## src/rtl/pc_if.sv

```systemverilog
// pc_if: fetch-side bundle of the program-counter unit.
// master = pipeline control driving the PC unit, slave = pc_unit itself.
interface pc_if #(
  parameter int WIDTH      = 32,
  parameter int HIST_DEPTH = 4,
  parameter int CNT_WIDTH  = 32
);
  localparam int IDX_W = $clog2(HIST_DEPTH);

  logic                 stall;
  logic [1:0]           PCsrc;
  logic [WIDTH-1:0]     ImmOp;
  logic [WIDTH-1:0]     RegBase;
  logic [IDX_W-1:0]     hist_rd_idx;

  logic [WIDTH-1:0]     PC;
  logic                 PC_valid;
  logic [WIDTH-1:0]     inc_PC;
  logic                 misaligned;
  logic [CNT_WIDTH-1:0] instret;
  logic [WIDTH-1:0]     hist_rd_data;
  logic [IDX_W:0]       hist_count;

  modport master (
    output stall, PCsrc, ImmOp, RegBase, hist_rd_idx,
    input  PC, PC_valid, inc_PC, misaligned, instret, hist_rd_data, hist_count
  );

  modport slave (
    input  stall, PCsrc, ImmOp, RegBase, hist_rd_idx,
    output PC, PC_valid, inc_PC, misaligned, instret, hist_rd_data, hist_count
  );
endinterface

```

## src/rtl/pc_unit.sv

```systemverilog
// pc_unit: four-source next-PC selector with fetch stall, JALR, trap
// redirect, retired-instruction counter and a circular redirect history.
// Build option: define PC_MISALIGN_TRAP_EN to send misaligned branch/JALR
// targets to TRAP_VECTOR and pulse misaligned; otherwise such targets are
// force-aligned and misaligned stays 0.
module pc_unit #(
  parameter int               WIDTH        = 32,
  parameter logic [WIDTH-1:0] RESET_VECTOR = 32'h0000_0000,
  parameter logic [WIDTH-1:0] TRAP_VECTOR  = 32'h0000_0100,
  parameter int               HIST_DEPTH   = 4,
  parameter int               CNT_WIDTH    = 32
) (
  input logic clk,
  input logic rst,
  pc_if.slave bus
);
  localparam int IDX_W = $clog2(HIST_DEPTH);

  logic [WIDTH-1:0]     pc_q;
  logic                 pc_valid_q;
  logic [CNT_WIDTH-1:0] instret_q;
  logic [WIDTH-1:0]     hist_mem [HIST_DEPTH];
  logic [IDX_W-1:0]     wr_ptr;
  logic [IDX_W:0]       hist_cnt;

  logic [WIDTH-1:0]     inc_pc;
  logic [WIDTH-1:0]     br_tgt;
  logic [WIDTH-1:0]     jr_sum;
  logic [WIDTH-1:0]     raw_tgt;
  logic [WIDTH-1:0]     next_pc;
  logic                 mis_next;
  logic                 advance;
  logic [IDX_W-1:0]     rd_slot;

  assign advance = pc_valid_q && !bus.stall;

  // Next-PC selection; a misaligned target is either trapped or aligned depending on the build.
  always_comb begin
    inc_pc   = pc_q + WIDTH'(4);
    br_tgt   = pc_q + bus.ImmOp;
    jr_sum   = bus.RegBase + bus.ImmOp;
    raw_tgt  = (bus.PCsrc == 2'b01) ? br_tgt : {jr_sum[WIDTH-1:1], 1'b0};
    next_pc  = inc_pc;
    mis_next = 1'b0;
    case (bus.PCsrc)
      2'b00: next_pc = inc_pc;
      2'b11: next_pc = TRAP_VECTOR;
      default: begin
`ifdef PC_MISALIGN_TRAP_EN
        if (raw_tgt[1:0] != 2'b00) begin
          next_pc  = TRAP_VECTOR;
          mis_next = 1'b1;
        end else begin
          next_pc  = raw_tgt;
        end
`else
        next_pc = raw_tgt & ~WIDTH'(3);
`endif
      end
    endcase
  end

  // PC, valid flag, instret and redirect history; reset discards history contents.
  always_ff @(posedge clk) begin
    if (rst) begin
      pc_q       <= RESET_VECTOR;
      pc_valid_q <= 1'b0;
      instret_q  <= '0;
      wr_ptr     <= '0;
      hist_cnt   <= '0;
      for (int i = 0; i < HIST_DEPTH; i++) hist_mem[i] <= '0;
    end else if (!pc_valid_q) begin
      pc_valid_q <= 1'b1;
    end else if (!bus.stall) begin
      pc_q      <= next_pc;
      instret_q <= instret_q + CNT_WIDTH'(1);
      if (bus.PCsrc != 2'b00) begin
        hist_mem[wr_ptr] <= pc_q;
        wr_ptr           <= wr_ptr + IDX_W'(1);
        if (hist_cnt != (IDX_W+1)'(HIST_DEPTH)) hist_cnt <= hist_cnt + (IDX_W+1)'(1);
      end
    end
  end

`ifdef PC_MISALIGN_TRAP_EN
  logic mis_q;

  // One-cycle misaligned pulse, only for accepted advances.
  always_ff @(posedge clk) begin
    if (rst || !advance) mis_q <= 1'b0;
    else                 mis_q <= mis_next;
  end

  assign bus.misaligned = mis_q;
`else
  logic unused_mis;
  assign unused_mis     = mis_next;
  assign bus.misaligned = 1'b0;
`endif

  // Index 0 is the most recent redirect; unwritten slots read as zero.
  always_comb begin
    rd_slot          = wr_ptr - IDX_W'(1) - bus.hist_rd_idx;
    bus.hist_rd_data = '0;
    if ({1'b0, bus.hist_rd_idx} < hist_cnt) bus.hist_rd_data = hist_mem[rd_slot];
  end

  assign bus.PC         = pc_q;
  assign bus.PC_valid   = pc_valid_q;
  assign bus.inc_PC     = inc_pc;
  assign bus.instret    = instret_q;
  assign bus.hist_count = hist_cnt;
endmodule
```

## src/flat_wrapper.sv

```systemverilog
// flat-port wrapper written by rule: the top's interface ports become plain ports
module pc_unit_flat 
#(
  parameter int               WIDTH        = 32,
  parameter logic [WIDTH-1:0] RESET_VECTOR = 32'h0000_0000,
  parameter logic [WIDTH-1:0] TRAP_VECTOR  = 32'h0000_0100,
  parameter int               HIST_DEPTH   = 4,
  parameter int               CNT_WIDTH    = 32
)
  (clk, rst, bus_stall, bus_PCsrc, bus_ImmOp, bus_RegBase, bus_hist_rd_idx, bus_PC, bus_PC_valid, bus_inc_PC, bus_misaligned, bus_instret, bus_hist_rd_data, bus_hist_count);
  pc_if #(.WIDTH(WIDTH), .HIST_DEPTH(HIST_DEPTH), .CNT_WIDTH(CNT_WIDTH)) bus_i ();
  input logic clk;
  input logic rst;
  input wire logic [$bits(bus_i.stall)-1:0] bus_stall;
  input wire logic [$bits(bus_i.PCsrc)-1:0] bus_PCsrc;
  input wire logic [$bits(bus_i.ImmOp)-1:0] bus_ImmOp;
  input wire logic [$bits(bus_i.RegBase)-1:0] bus_RegBase;
  input wire logic [$bits(bus_i.hist_rd_idx)-1:0] bus_hist_rd_idx;
  output wire logic [$bits(bus_i.PC)-1:0] bus_PC;
  output wire logic [$bits(bus_i.PC_valid)-1:0] bus_PC_valid;
  output wire logic [$bits(bus_i.inc_PC)-1:0] bus_inc_PC;
  output wire logic [$bits(bus_i.misaligned)-1:0] bus_misaligned;
  output wire logic [$bits(bus_i.instret)-1:0] bus_instret;
  output wire logic [$bits(bus_i.hist_rd_data)-1:0] bus_hist_rd_data;
  output wire logic [$bits(bus_i.hist_count)-1:0] bus_hist_count;
  assign bus_i.stall = bus_stall;
  assign bus_i.PCsrc = bus_PCsrc;
  assign bus_i.ImmOp = bus_ImmOp;
  assign bus_i.RegBase = bus_RegBase;
  assign bus_i.hist_rd_idx = bus_hist_rd_idx;
  assign bus_PC = bus_i.PC;
  assign bus_PC_valid = bus_i.PC_valid;
  assign bus_inc_PC = bus_i.inc_PC;
  assign bus_misaligned = bus_i.misaligned;
  assign bus_instret = bus_i.instret;
  assign bus_hist_rd_data = bus_i.hist_rd_data;
  assign bus_hist_count = bus_i.hist_count;
  pc_unit #(.WIDTH(WIDTH), .RESET_VECTOR(RESET_VECTOR), .TRAP_VECTOR(TRAP_VECTOR), .HIST_DEPTH(HIST_DEPTH), .CNT_WIDTH(CNT_WIDTH)) u_core (.clk(clk), .rst(rst), .bus(bus_i));
endmodule
```

## config.mk

```make
export PLATFORM = sky130hd
export DESIGN_NAME = pc_unit_flat
export DESIGN_NICKNAME = d
export VERILOG_FILES = /design/src/rtl/pc_if.sv /design/src/rtl/pc_unit.sv /design/src/flat_wrapper.sv
export SDC_FILE = /design/constraint.sdc
export NUM_CORES = 1
export LEC_CHECK = 0
export CAP_MARGIN = 30
export CELL_PAD_IN_SITES_DETAIL_PLACEMENT = 1
export CELL_PAD_IN_SITES_GLOBAL_PLACEMENT = 1
export CORE_MARGIN = 4
export CORE_UTILIZATION = 37
export DETAILED_ROUTE_END_ITERATION = 10
export PLACE_DENSITY_LB_ADDON = 0.1
export SYNTH_ARGS = -nofsm -noshare
export SYNTH_HDL_FRONTEND = slang
export SYNTH_SLANG_ARGS = --single-unit
```

## constraint.sdc

```tcl
create_clock -name clk -period 5.3 [get_ports clk]
set_clock_uncertainty 0.15 [all_clocks]
set_input_delay 1.06 -clock clk [delete_from_list [all_inputs] [get_ports clk]]
set_output_delay 1.06 -clock clk [all_outputs]
set_load 0.01 [all_outputs]
```

* After elaboration in Yosys (flattened, before gate mapping)
Memory sizes are Yosys's and may differ from the RTL's.
Cells that the tools add are included.
** Word-level totals
- Memory bits (read-only) :: 0
- Bits in writable memories :: 128
- Memories kept :: 1
- Register bits :: 70
- Latch bits :: 0
** Operators by class
- Reduce and logical (&&, ||, !) cells :: 6
- Bitwise logic cells :: 1
- Magnitude comparators :: 1
- Div/mod/pow operators :: 0
- Mux-type cells :: 14
- Shift operators :: 0
- Add/subtract/negate cells :: 8
- $mul :: 0
- Equality and inequality tests :: 3
** Memory list
- u_core.hist_mem :: words 4, bits a word 32, rd ports 1, clocked after Yosys merged registers in 0, write ports 4, RTL line pc_unit.sv:22 : logic [WIDTH-1:0] hist_mem [HIST_DEPTH];
** Operators with widths (number)
- 32-bit two-way mux :: 3
- 32-bit adder :: 2
- 32-bit one-hot mux with 2 select lines :: 1
- 32-bit by 1-bit adder with 32-bit output (second input constant) :: 1
- 32-bit by 3-bit adder with 32-bit output (second input constant) :: 1
- 32-bit OR reduction :: 1
- 1-bit two-way mux :: 9
- 4-bit AND reduction :: 1
- 3-bit by 1-bit adder with 3-bit output (second input constant) :: 1
- 2-bit by 3-bit < comparator with 1-bit output :: 1
- 3-bit inequality test (second input constant) :: 1
- 3-bit AND reduction :: 1
- 2-bit by 1-bit adder with 2-bit output (second input constant) :: 1
- 2-bit by 1-bit == test with 1-bit output (second input constant) :: 1
- 2-bit == test (second input constant) :: 1
- 2-bit zero test :: 1
- 2-bit two-way mux :: 1
- 2-bit AND reduction :: 1
- 2-bit nonzero test :: 1
- 2-bit by 1-bit subtractor with 2-bit output (second input constant) :: 1
- 2-bit subtractor :: 1
- 1-bit NOT :: 1

* Logic depth before layout (Yosys ltp)
Gate-level depths: netlist of the first run.
- Depth in word-level cells :: 8
- Mapped depth :: 11
- Gate-level depth less buffers :: 11

* Least setup slack after synthesis of the first run
No wires, ideal clock.
- Kind :: input -> register
- Start point :: input port bus_stall
- End point :: memory u_core.hist_mem[2][10], enable pin
- Data arrival time :: 3.957 ns
- Slack :: 0.730 ns
- Data required time :: 4.687 ns
- Setup time :: 0.463 ns
- Stages on the path :: 4
- Path buffers :: 2
- Cells stage by stage :: nand2b_1 -> clkbuf_1 -> buf_1 -> o31ai_1
** RTL lines
- start, declared :: RTL line flat_wrapper.sv:14 : input wire logic [$bits(bus_i.stall)-1:0] bus_stall;
- end, declared :: RTL line pc_unit.sv:22

* Worst setup path in the final report of the first run
- Start point :: input port bus_hist_rd_idx[0]
- End point :: output port bus_hist_rd_data[31]
** On the way
- Word-level cells in the longest chain between the ends :: 3
** RTL lines
- start, declared :: RTL line flat_wrapper.sv:18 : input wire logic [$bits(bus_i.hist_rd_idx)-1:0] bus_hist_rd_idx;
- 2-bit subtractor :: RTL line pc_unit.sv:103 : rd_slot = wr_ptr - IDX_W'(1) - bus.hist_rd_idx;
- memory read 4 x 32 bit
- 32-bit two-way mux (*) :: RTL line pc_unit.sv:105 : if ({1'b0, bus.hist_rd_idx} < hist_cnt) bus.hist_rd_data = hist_mem[rd_slot];
- end, declared :: RTL line flat_wrapper.sv:24 : output wire logic [$bits(bus_i.hist_rd_data)-1:0] bus_hist_rd_data;
Every way passes the cells marked *; elsewhere a longest branch is shown, timed or not.

==> summary.txt, run 1 <==
Timing
  – RSZ-0062 raised after global routing: false
  – Least-Margin Pin Slew: around 0.88 ns
  – F_max: between 200 and 250 MHz
  – Setup_tns: 0 ns
  – Final period util: between 90 and 100%
  – Rel. slew slack: approximately 41%
  – Final setup vio count: 0
  – Max-slew violations: 0
  – Final Hold Fails: 0
  – Min Clock Period, post-route: ~4.8 ns

Setup path
  – Crit-path cells: clkdlybuf4s50_1 -> inv_1 -> ha_2 -> buf_12 -> mux4_2 -> nor2b_1 -> clkdlybuf4s50_1
  – R2R setup slack: 1.98 ns
  – Startpoint types: input pin
  – Critical path capture point type: primary output
  – CP delay by family, top: buffers and inverters
  – Worst R2R Path Depth: 11
  – Critical Path Slowest Stage Cell: ha_2
  – CP max FO: 22
  – Cell mode on critical path: clkdlybuf4s50_1
  – Worst path arrival time: between 3 and 4 ns
  – CP max stage delay: between 0.5 and 0.6 ns
  – Worst EP required: approximately 4 ns
  – Critical path class: in -> out
  – Critical path depth: 7
  – CP bufs+invs: 4

Place
  – Placed Cells: 1932
  – Buffers on Ports: a little under 200
  – DP Wirelength: between 30000 and 40000 um
  – Placer Congestion: 0.862

Power
  – LEAKAGE: a little under 6 nW
  – PwrDens: roughly 260 mW/mm2
  – Logic pwr share: between 20% and 30%
  – Switching share of power: between 30 and 40%
  – Clock power frac: between 30 and 40%
  – Max VDD drop: approximately 0.15 mV
  – Internal power: 2.76 mW
  – Switching power: 1.19 mW
  – Sequential share of power: between 40% and 50%

Synth
  – Post-synth EDFFs: 120
  – Avg Inst Size Synth: about 9.3 um2
  – #FFs+latches synth: roughly 190
  – Commonest cells post-synth: 152 x nor2_1, 129 x nand2_1, 120 x edfxtp_1
  – Synth warn: 0
  – Synth area leaders: edfxtp_1 29%, dfxtp_1 11%, ha_1 6.9%
  – Ys async rst share: 0%
  – Most area-hungry cell type in the Yosys netlist: edfxtp_1
  – Count of mapped cells out of synthesis: roughly 1300
  – Top_reg_cell synth: edfxtp_1
  – Cell area after synthesis: between 0.01 and 0.015 mm2
  – Post-synth top area share: around 30%
  – Yosys cell types: 74
  – Sequential cell area fraction in the yosys report: 40.3%
  – Top-count cell post-synth: nor2_1

Floorplanning
  – Die Width: between 150 and 200 um
  – Initial Utilization: around 38%
  – Core area: around 0.033 mm2
  – Io pins: between 200 and 250
  – Die ar.: approximately 0.036 mm2
  – Row count: 66
  – Die H: about 190 um

Global routing
  – Initial antenna violation count: 0
  – Vias in the first global route: about 11000
  – Global-route wire length before repair: around 63000 um
  – Maximum number of pins on one net before global-route repair: 40
  – Gr usage total: 22.0%
  – Grt ovf: 0

Detailed routing
  – Wirelength per Cell: about 21 um
  – Detailed Route Iter0 Violations: 588
  – Post-route DRC violation count: 0
  – Vias per inst: approximately 5.4
  – Iteration count of the initial detailed-routing pass: 4
  – Vias: between 10000 and 15000
  – WL final: approximately 40000 um
  – Final antenna-violating net count: 0

Clock network
  – CTS tree: done
  – Resized Gates After CTS: 0
  – CTS sink count: 188
  – Hold_buf cts: 0
  – Root Buffer: clkbuf_16
  – Clock latency on the worst-skew pair: ~0.45 ns
  – Cts bufs inserted: 17
  – Clk slew on worst S/H paths: approximately 0.08 ns
  – Postcts setup bufs: 0
  – CTS H-tree lvls: 4
  – Bufs on Longest Clock Path: 2

Worst hold path
  – Hold WC Path Type: reg -> reg
  – Hold Crit Depth: 2

Layout
  – Final core utilization: a little under half
  – Layout area overhead: 25.1%
  – Share of cells above drive strength 1: 7.75%
  – Non-Filler Instances: slightly below 2000
  – Diode count: 0
  – Fin nets: between 1500 and 2000
  – Filler instances: between 3000 and 4000

Flow run
  – Number of max-cap violations: 0

Outcome
  – Status: finished clean
==> final cells by class <==
cell class	instances	area, um2	share of cell area (%)
Inverter	61	229	1.48
Tap cell	442	553	3.59
Clock inverter	15	179	1.16
Multi-Input combinational cell	1017	6880	44.6
Clock buffer	17	425	2.76
Timing Repair Buffer	224	2190	14.2
Sequential cell	188	4960	32.2
==> worst register-to-register path: cells and delay by family (launching register included) <==
family          cells  cell delay (ns)
xor+xnor            1             0.19
flops               1             0.65
fa+ha+maj           1             0.32
buf+inv             1             0.20
simple gates        1             0.07
compound gates      7             1.69
==> metal layers <==
| metal | track usage [%] | part of all wire (%) | wire (um) | vias up |
|---|---|---|---|---|
| met5 | 0 | 0 | 0 | - |
| met4 | 4.59 | 1.5 | 619 | 0 |
| met3 | 3.04 | 3.5 | 1410 | 28 |
| met2 | 36.8 | 47 | 19000 | 210 |
| met1 | 30.7 | 48 | 19300 | 5262 |
| li1 | - | - | - | 5129 |
==> stage by stage <==
stage	total power, mW	hold WS (ns)	area [um2]	setup slack (ns)
3_5_place_dp	2.65	0.355	14800	0.452
6_report	3.95	0.367	15400	0.508
3_3_place_gp	2.63	0.339	14800	0.535
4_1_cts	3.98	0.368	15400	0.449
5_1_grt	4.13	0.404	15400	0.376
2_1_floorplan	2.27	0.358	12300	0.730
==> power by group through the flow <==
stage	registers (mW)	logic, mW	clock network [mW]
floorplan	1.69	0.582	0
global placement	1.70	0.930	0
detailed placement	1.71	0.946	0
CTS	1.67	0.950	1.35
global route	1.68	1.03	1.42
finish	1.67	0.944	1.33
==> sequential cells by signal, summed over array words and instances (netlist names) <==
| register | count |
|---|---|
| u_core.bus.PC | 30 |
| u_core.bus.PC_valid | 1 |
| u_core.bus.hist_count | 3 |
| u_core.bus.instret | 32 |
| u_core.hist_mem | 120 |
| u_core.wr_ptr | 2 |
==> cells by family (layout without fill, tap and decap cells) <==
family / Yosys count / count (layout) / share of synthesized area, %
and+or+nand+nor: 510 / 510 / 20.0
other: 1 / 7 / 0.0304
DFF: 188 / 188 / 40.3
AOI/OAI and AO/OA: 287 / 287 / 14.5
muxes: 35 / 35 / 5.89
xor gates and xnor gates: 109 / 109 / 7.74
adders and majority gates: 69 / 69 / 7.06
buffers and inverters: 133 / 317 / 4.50
==> path summary, 6_finish.rpt <==
path,endpoint,startpoint
max,bus_hist_rd_data[31],bus_hist_rd_idx[0]
min,u_core.bus.instret[11]$_SDFFE_PP0P_,u_core.bus.instret[11]$_SDFFE_PP0P_
max reg2reg,u_core.bus.PC[31]$_SDFFE_PP0P_,u_core.bus.PC[3]$_SDFFE_PP0P_
min reg2reg,u_core.bus.instret[11]$_SDFFE_PP0P_,u_core.bus.instret[11]$_SDFFE_PP0P_
==> placed cells by master (no fill, tap or decap), types with 9 or more instances in the layout <==
| master | instances |
|---|---|
| nor3_1 | 16 |
| nand3_1 | 44 |
| and4_1 | 10 |
| and3_1 | 19 |
| nand2b_1 | 9 |
| a211oi_1 | 9 |
| nor2b_1 | 41 |
| nand4_1 | 19 |
| nor2_1 | 152 |
| ha_1 | 67 |
| a221oi_1 | 20 |
| dfxtp_1 | 68 |
| and2_1 | 34 |
| clkbuf_16 | 17 |
| o21ai_0 | 79 |
| xor2_1 | 40 |
| xnor2_1 | 68 |
| a21oi_1 | 94 |
| inv_1 | 60 |
| a31oi_1 | 10 |
| nand2_1 | 129 |
| edfxtp_1 | 120 |
| buf_4 | 26 |
| a21o_1 | 13 |
| clkdlybuf4s50_1 | 195 |
| mux4_2 | 30 |
No activity file was read; power rests on OpenSTA's default activity.
==> inputs of run 2 (changes only) <==
Settings changed: CAP_MARGIN 30 to default.
==> results of run 2 <==
No change in the layout: final DEF, timing and power equal those of run 1.
==> inputs of run 3 (changes only) <==
Clock period 5.3 ns to 5.25 ns, I/O delays scaled along.
==> summary.txt, run 3 (synthesized netlist as in run 1, its figures left out) <==
Global routing
  – Global-route wire length before repair: around 62000 um
  – Grt ovf: 0
  – Maximum number of pins on one net before global-route repair: 40
  – Initial antenna violation count: 1
  – Vias in the first global route: 10900
  – Gr usage total: a little over a fifth

Layout
  – Layout Cell Area excl Fill: around 0.015 mm2
  – Fin nets: 1650
  – Layout area overhead: 24.9%
  – Filler instances: approximately 3800
  – Commonest non-fill, non-tap cell in the layout: clkdlybuf4s50_1
  – Non-Filler Instances: approximately 2000
  – Share of cells above drive strength 1: around 7.8%
  – Register area: 0.00496 mm2
  – Max reg flops: between 100 and 150
  – Area of the multi-input gates: 0.00688 mm2
  – Final core utilization: around 47%
  – Commonest cells after routing, fill and taps aside: 195 x clkdlybuf4s50_1, 152 x nor2_1, 129 x nand2_1, 120 x edfxtp_1, 94 x a21oi_1
  – Most flop-heavy register: u_core.hist_mem

Floorplanning
  – Die ar.: between 0.03 and 0.04 mm2
  – Die Width: around 190 um
  – Io pins: 204
  – Row count: between 60 and 70
  – Core area: between 0.03 and 0.04 mm2
  – Die H: about 190 um
  – Initial Utilization: roughly 38%

Detailed routing
  – Final antenna-violating net count: 0
  – Vias per inst: approximately 5.4
  – WL final: 40100 um
  – Iteration count of the initial detailed-routing pass: 5
  – Post-route DRC violation count: 0
  – Wirelength per Cell: around 20 um
  – Vias: 10600
  – Detailed Route Iter0 Violations: roughly 570

Setup path
  – Setup crit end: bus_hist_rd_data[9]
  – Worst EP required: about 4.1 ns
  – Critical path class: in -> out
  – Startpoint types: input pin
  – Critical Path Source: bus_hist_rd_idx[0]
  – Critical path capture point type: primary output
  – R2r startpoint: u_core.bus.PC[2]$_SDFFE_PP0P_
  – CP max FO: 22
  – Worst path arrival time: 3.57 ns
  – FF-to-FF End: u_core.bus.PC[30]$_SDFFE_PP0P_
  – Worst R2R Path Depth: 11
  – R2R setup slack: 1.94 ns

Timing
  – Final Hold Fails: 0
  – Least-Margin Pin Slew: around 0.9 ns
  – Min Clock Period, post-route: 4.77 ns
  – RSZ-0062 raised after global routing: false
  – Final setup vio count: 0
  – Final period util: between 90% and 100%
  – WHS: approximately 0.36 ns
  – F_max: about 210 MHz
  – Rel. slew slack: between 40 and 50%
  – Final WS setup: ~0.48 ns
  – Max-slew violations: 0
  – Setup_tns: 0 ns

Clock network
  – CTS H-tree lvls: 4
  – Clock latency on the worst-skew pair: 0.44 ns
  – Hold_buf cts: 0
  – Root Buffer: clkbuf_16
  – CTS tree: done
  – Cts bufs inserted: 17
  – Resized Gates After CTS: 0
  – Clk slew on worst S/H paths: ~0.070 ns
  – CTS sink count: around 190
  – Bufs on Longest Clock Path: 2
  – Postcts setup bufs: 0

Flow run
  – Number of max-cap violations: 0

Power
  – PwrDens: 254 mW/mm2
  – Max VDD drop: about 0.16 mV
  – LEAKAGE: ~5.9 nW
  – Total power: ~4 mW

Place
  – Setup WS pre-CTS: 0.443 ns
  – Area after DPL: around 0.015 mm2
  – DP Wirelength: a little over 30000 um
  – Placer Congestion: roughly 0.86
  – Buffers on Ports: 196
  – Placed Cells: 1933

Outcome
  – Status: finished clean

Worst hold path
  – Hold WC Path Type: reg -> reg
## run 3: cell types whose count changed in the layout (fill, tap and decap cells not counted)
| cell | change |
|---|---|
| buf_4 | +1 |
| bufinv_16 | -1 |
| clkbuf_1 | +1 |
| clkinv_1 | -1 |
| clkinv_2 | +3 |
| clkinv_4 | -3 |
| clkinvlp_4 | +2 |
| diode_2 | +1 |
| inv_6 | +1 |
| inv_8 | -2 |
## run 3: power breakdown
group | total, mW | switching [mW] | internal, mW | leakage, nW
combinational | 0.953 | 0.520 | 0.433 | 3.79
sequential | 1.69 | 0.0627 | 1.63 | 1.80
clock | 1.27 | 0.603 | 0.665 | 0.269
total | 3.91 | 1.19 | 2.73 | 5.86
## run 3: layer usage
layer  part of all wire [%]  global-route usage [%]  routed length, um  up-vias
li1                       -                       -                  -     5135
met1                     48                    30.5              19300     5202
met2                     47                    36.5              18800      217
met3                    3.5                    2.67               1420       30
met4                    1.4                    4.89                561        0
met5                      0                       0                  0        -
## run 3: how the worst min path moves through the flow
stage | startpoint | end | cells past startpoint
2_1_floorplan | u_core.bus.hist_count[1]$_SDFFE_PP0P_ | u_core.bus.hist_count[1]$_SDFFE_PP0P_ | 2
3_3_place_gp | u_core.bus.instret[11]$_SDFFE_PP0P_ | u_core.bus.instret[11]$_SDFFE_PP0P_ | 2
3_5_place_dp | u_core.bus.hist_count[1]$_SDFFE_PP0P_ | u_core.bus.hist_count[1]$_SDFFE_PP0P_ | 2
4_1_cts | u_core.bus.hist_count[1]$_SDFFE_PP0P_ | u_core.bus.hist_count[1]$_SDFFE_PP0P_ | 2
5_1_grt | u_core.bus.instret[22]$_SDFFE_PP0P_ | u_core.bus.instret[22]$_SDFFE_PP0P_ | 2
6_report | u_core.bus.hist_count[1]$_SDFFE_PP0P_ | u_core.bus.hist_count[1]$_SDFFE_PP0P_ | 2
## run 3: final cells by class
| cell class | instances | area share [%] |
|---|---|---|
| Timing Repair Buffer | 225 | 14.3 |
| Antenna cell | 1 | 0.0163 |
| Tap cell | 442 | 3.59 |
| Inverter | 61 | 1.49 |
| Multi-Input combinational cell | 1017 | 44.7 |
| Sequential cell | 188 | 32.3 |
| Clock inverter | 14 | 0.878 |
| Clock buffer | 18 | 2.79 |
## run 3: worst max-delay path, cell delays in order
cell and delay, ns:
clkdlybuf4s50_1 0.48, inv_1 0.05, ha_2 0.55, buf_12 0.26, mux4_2 0.56, nor2b_1 0.15
clkdlybuf4s50_1 0.47
